**src/rtl/dcache_direct.sv**
```systemverilog
// rtl/dcache_direct.sv - direct-mapped, write-through, no-write-allocate data cache
module dcache_direct #(
  parameter int LINES    = 16,
  parameter int MISS_LAT = 4
) (
  input  logic        clock,
  input  logic        resetn,
  input  logic        cpu_req,
  input  logic        cpu_we,
  input  logic [31:0] cpu_addr,
  input  logic [31:0] cpu_wdata,
  output logic [31:0] cpu_rdata,
  output logic        cpu_stall,
  output logic [31:0] mem_addr,
  output logic [31:0] mem_wdata,
  output logic        mem_we,
  input  logic [31:0] mem_rdata
);
  localparam int IDXW = $clog2(LINES);
  localparam int TAGW = 30 - IDXW;
  localparam int CNTW = (MISS_LAT > 1) ? $clog2(MISS_LAT) : 1;
  localparam logic [CNTW-1:0] CNT_INIT = CNTW'(MISS_LAT - 1);

  typedef enum logic [1:0] {IDLE, RFILL, WBUSY, WDONE} state_t;

  state_t            state_q;
  logic [CNTW-1:0]   cnt_q;
  logic [31:0]       mem_addr_q;
  logic [31:0]       mem_wdata_q;
  logic [LINES-1:0]  valid_q;
  logic [TAGW-1:0]   tag_q  [LINES];
  logic [31:0]       data_q [LINES];

  logic [IDXW-1:0] cpu_idx, lat_idx;
  logic [TAGW-1:0] cpu_tag, lat_tag;
  logic            cpu_hit, lat_hit, cnt_zero;
  logic            unused_addr_bits;

  assign cpu_idx  = cpu_addr[IDXW+1:2];
  assign cpu_tag  = cpu_addr[31:IDXW+2];
  assign lat_idx  = mem_addr_q[IDXW+1:2];
  assign lat_tag  = mem_addr_q[31:IDXW+2];
  assign cpu_hit  = valid_q[cpu_idx] && (tag_q[cpu_idx] == cpu_tag);
  assign lat_hit  = valid_q[lat_idx] && (tag_q[lat_idx] == lat_tag);
  assign cnt_zero = (cnt_q == '0);
  assign unused_addr_bits = ^cpu_addr[1:0];

  assign mem_addr  = mem_addr_q;
  assign mem_wdata = mem_wdata_q;
  assign mem_we    = (state_q == WBUSY) && cnt_zero;

  always_comb begin
    cpu_stall = 1'b0;
    cpu_rdata = '0;
    case (state_q)
      IDLE: begin
        if (cpu_req) begin
          if (cpu_we || !cpu_hit) cpu_stall = 1'b1;
          else                    cpu_rdata = data_q[cpu_idx];
        end
      end
      RFILL, WBUSY: cpu_stall = 1'b1;
      default: ;
    endcase
  end

  always_ff @(posedge clock or negedge resetn) begin
    if (!resetn) begin
      state_q     <= IDLE;
      cnt_q       <= '0;
      mem_addr_q  <= '0;
      mem_wdata_q <= '0;
      valid_q     <= '0;
    end else begin
      case (state_q)
        IDLE: begin
          if (cpu_req && cpu_we) begin
            mem_addr_q  <= {cpu_addr[31:2], 2'b00};
            mem_wdata_q <= cpu_wdata;
            cnt_q       <= CNT_INIT;
            state_q     <= WBUSY;
          end else if (cpu_req && !cpu_hit) begin
            mem_addr_q  <= {cpu_addr[31:2], 2'b00};
            cnt_q       <= CNT_INIT;
            state_q     <= RFILL;
          end
        end
        RFILL: begin
          if (!cnt_zero) begin
            cnt_q <= cnt_q - CNTW'(1);
          end else begin
            valid_q[lat_idx] <= 1'b1;
            state_q          <= IDLE;
          end
        end
        WBUSY: begin
          if (!cnt_zero) cnt_q   <= cnt_q - CNTW'(1);
          else           state_q <= WDONE;
        end
        WDONE:   state_q <= IDLE;
        default: state_q <= IDLE;
      endcase
    end
  end

  // Tag/data carry no reset; writes only happen in states that reset forces away from.
  always_ff @(posedge clock) begin
    if (state_q == RFILL && cnt_zero) begin
      data_q[lat_idx] <= mem_rdata;
      tag_q[lat_idx]  <= lat_tag;
    end else if (mem_we && lat_hit) begin
      data_q[lat_idx] <= mem_wdata_q;
    end
  end

endmodule

```
**config.mk**
```make
export PLATFORM = sky130hd
export DESIGN_NAME = dcache_direct
export DESIGN_NICKNAME = d
export VERILOG_FILES = /design/src/rtl/dcache_direct.sv
export SDC_FILE = /design/constraint.sdc
export NUM_CORES = 1
export LEC_CHECK = 0
export CORE_UTILIZATION = 55
export DETAILED_ROUTE_END_ITERATION = 16
export PLACE_DENSITY = 0.81
export SLEW_MARGIN = 20
export SYNTH_ARGS = -nofsm -noshare
export SYNTH_HDL_FRONTEND = slang
export SYNTH_SLANG_ARGS = --single-unit
```
**constraint.sdc**
```tcl
create_clock -name clock -period 6.6 [get_ports clock]
set_input_delay 1.32 -clock clock [delete_from_list [all_inputs] [get_ports clock]]
set_output_delay 1.32 -clock clock [all_outputs]
set_load 0.1 [all_outputs]
```
==> flow_summary_export.csv <==
group,metric,value,unit
die,die_y,284,um
yosys,synth_edf_count,928,
yosys,yosysSeqAreaShare,68.6,%
detailed_routing,dr.pass1.iters,8,
cts,cts_tree,"yes",
placed_design,hpwlAfterDp,63.2,mm
yosys,synthCells,2081,
detailed_routing,vias,23800,
cts,post_cts_buffers,0,
setup_path,slowest_stage,"a221oi_1",
die,row_count,102,
cts,clk_pin_slew,0.06,ns
sta,rsz0062_at_grt,"false",
flow_run,cap_violations,0,
layout,area_delta_synth_final,17.5,%
sta,clock.fmax,155,MHz
sta,tightest_slew,1.11,ns
grt,grt_usage,29.0,%
yosys,avgSynthCellArea,21.0,um2
cts,postCtsHoldBufs,0,
detailed_routing,highest_layer,"met5",
die,die_w,284,um
detailed_routing,routed_wl,115,mm
cts,clock_latency,0.70,ns
setup_path,max_stage_delay,0.54,ns
cts,cts_resized,0,
layout,drive_above_1_share,33.7,%
sta,fin_ws,0.133,ns
sta,slew_violations,0,
setup_path,critPathKind,"input port to output port",
setup_path,cp_top_family,"buffers and inverters",
cts,cts.htree.levels,3,
sta,finClkSkew,0.0777,ns
power_and_ir_drop,power.leakage,17.0,nW
sta,finalSetupViolations,0,
detailed_routing,wl_met1,40.3,mm
cts,cts_root_buf,"clkbuf_16",
yosys,async_flop_share,8.12,%
setup_path,cp.arrival,5.15,ns
die,ioPinCount,198,
grt,grt_pass1_wl,169,mm
grt,antenna_found_initial,2,
detailed_routing,drtIter0Drc,3077,
power_and_ir_drop,ir_drop,0.000414,V
hold_path,holdCritPathClass,"flop to flop",
die,core,0.0780,mm2
sta,slew_headroom,25.9,%
yosys,syn_area,0.0436,mm2
cts,cts_num_sinks,1010,
yosys,synthFlopType,"edfxtp_1",
grt,grt_overflow,0,
layout,nets,2463,
placed_design,gp_congestion,0.844,
yosys,synth_seq_cells,1010,
detailed_routing,post-route-drc-count,0,
placed_design,pre_cts_slack,0.279,ns
detailed_routing,vias_per_cell,6.83,
setup_path,start_kind,"input port",
detailed_routing,wl_met2,59.0,mm
setup_path,path_buf_inv,6,
placed_design,portBuffers,193,
die,die_area,0.0804,mm2
sta,hold_violations,0,
detailed_routing,wl_per_cell,33.0,um
cts,cts_buffers,103,
status,outcome,"finished clean",
sta,fin_crit_sh,98.0,%
setup_path,required,5.28,ns
setup_path,cp_common_cell,"buf_4",
sta,finalSetupTns,0,ns
yosys,yosys_warnings,0,
sta,post-route-min-period,6.47,ns
setup_path,cp_max_fo,32,
setup_path,critPathCaptureType,"output port",
detailed_routing,wl_met3,11.5,mm
setup_path,crit_chain,"buf_4, buf_4, nor2_1, a221oi_1, and3_1, a2111o_1, o2111ai_1, a2111oi_0, buf_4, nand3_2, buf_12, nor2b_1, buf_4, buf_12",
grt,grt_max_degree,73,
cts,ctsLongestPathBuffers,3,
grt,first_global_vias,25200,
power_and_ir_drop,powerDensity,387,mW/mm2
yosys,yosys.cell_types.count,65,
die,start_util,55.9,%
detailed_routing,drtAntennaViolNets,0,
-- synthesized netlist by cell type, types with 3 or more instances --
library cell  count  area [um2]
mux2_4           30         450
inv_1            10        37.5
a21o_1            4        30.0
nor4_1           17         106
edfxtp_1        928       27900
xor2_1           16         140
mux4_2          359        8090
nand2b_1          4        25.0
nor3_1           20         100
o22ai_1           7        43.8
nand3_1          12        60.1
and3_1            6        37.5
nor2b_1          43         269
a21oi_1           9        45.0
dfrtp_1          82        2050
buf_2            43         215
nand3b_1          3        22.5
a221oi_1          8        70.1
clkbuf_1         44         165
mux2_2           72         811
a22o_1            3        26.3
or2_2            18         113
mux2i_1         140        1400
a22oi_1          20         150
a2111oi_0         3        26.3
xnor2_1          37         324
nand4_1          11        68.8
ha_1              6        75.1
inv_2             5        18.8
nand2_1          13        48.8
buf_1            11        41.3
buf_6             7        78.8
and2_1            5        31.3
o21ai_0          11        55.1
buf_4            18         135
nor2_1           21        78.8
-- layout by cell type (no fill, tap or decap), types with 30 or more instances in the layout --
master and count:
edfxtp_1 928, mux4_2 359, clkdlybuf4s50_1 155, mux2i_1 140, clkbuf_16 104, mux2_2 72, buf_4 88, nor2b_1 43
buf_12 48, xnor2_1 37, mux2_4 30, dfrtp_1 79
-- registers in the layout, summed over array words and instances (netlist names) --
| register | count |
|---|---|
| cnt_q | 2 |
| data_q | 512 |
| mem_addr | 30 |
| mem_wdata | 32 |
| state_q | 2 |
| tag_q | 416 |
| valid_q | 16 |
-- per-stage QoR --
| stage | std cells | power, mW | util (%) | area [um2] | hold slack, ns |
|---|---|---|---|---|---|
| 6_report | 3488 | 19.8 | 65.7 | 51200 | 0.502 |
| 5_1_grt | 3487 | 20.4 | 65.7 | 51200 | 0.510 |
| 3_5_place_dp | 3292 | 13.9 | 61.2 | 47700 | 0.482 |
| 3_3_place_gp | 3292 | 13.7 | 61.2 | 47700 | 0.466 |
| 2_1_floorplan | 2082 | 12.2 | - | 43600 | 0.452 |
| 4_1_cts | 3487 | 19.9 | 65.7 | 51200 | 0.500 |
-- path summary, 6_finish.rpt --
path / endpoint / cells after the start / slack, ns / from
setup / recovery: cpu_rdata[3] / 14 / 0.13 / cpu_addr[4]
hold / removal: valid_q[2]$_DFFE_PN0P_ / 1 / 0.50 / valid_q[2]$_DFFE_PN0P_
setup reg to reg: data_q[0][24]$_DFFE_PP_ / 10 / 1.33 / mem_addr[2]$_DFFE_PN0P_
hold reg to reg: valid_q[2]$_DFFE_PN0P_ / 1 / 0.50 / valid_q[2]$_DFFE_PN0P_
max in group asynchronous: mem_addr[4]$_DFFE_PN0P_ / 2 / 4.46 / resetn
min in group asynchronous: mem_wdata[9]$_DFFE_PN0P_ / 1 / 0.57 / resetn
-- metal layers --
metal  up-vias  track usage [%]
li1       9359                -
met1     12500             36.7
met2      1648             49.4
met3       315             5.99
met4         4             11.4
met5         -                0
-- cells by family (layout without fill, tap and decap cells) --
family	after synthesis	count (layout)	synth area share (%)
DFF	1010	1010	68.6
other	1	3	0.00860
AOI/OAI and AO/OA	90	90	1.56
xor gates and xnor gates	53	53	1.06
adders and majority gates	6	6	0.172
and+or+nand+nor	181	181	2.36
muxes	601	601	24.6
buffers and inverters	139	504	1.59
-- worst register-to-register path: cells and delay by family (launching register included) --
kind | cells | cell delay, ns
AOI/OAI and AO/OA | 4 | 1.53
muxes | 2 | 0.84
and+or+nand+nor | 2 | 0.53
buffers and inverters | 2 | 1.05
DFF | 1 | 0.93
-- area by class of cell --
cell class                 instances  area, um2
sequential                      1010      29900
fill                            4860      26700
multi-input combinational        933      13200
timing repair buffer             293       3200
clock buffer                     128       2730
tap                             1040       1300
clock inverter                    67        802
inverter                          16       61.3
antenna                            1       2.50
-- power breakdown --
| group | leakage (nW) | internal, mW | switching [mW] |
|---|---|---|---|
| combinational | 5.95 | 1.97 | 3.34 |
| sequential | 9.33 | 7.72 | 0.786 |
| clock | 1.69 | 3.48 | 2.54 |
Note: power is estimated with default switching activity, not from simulation.
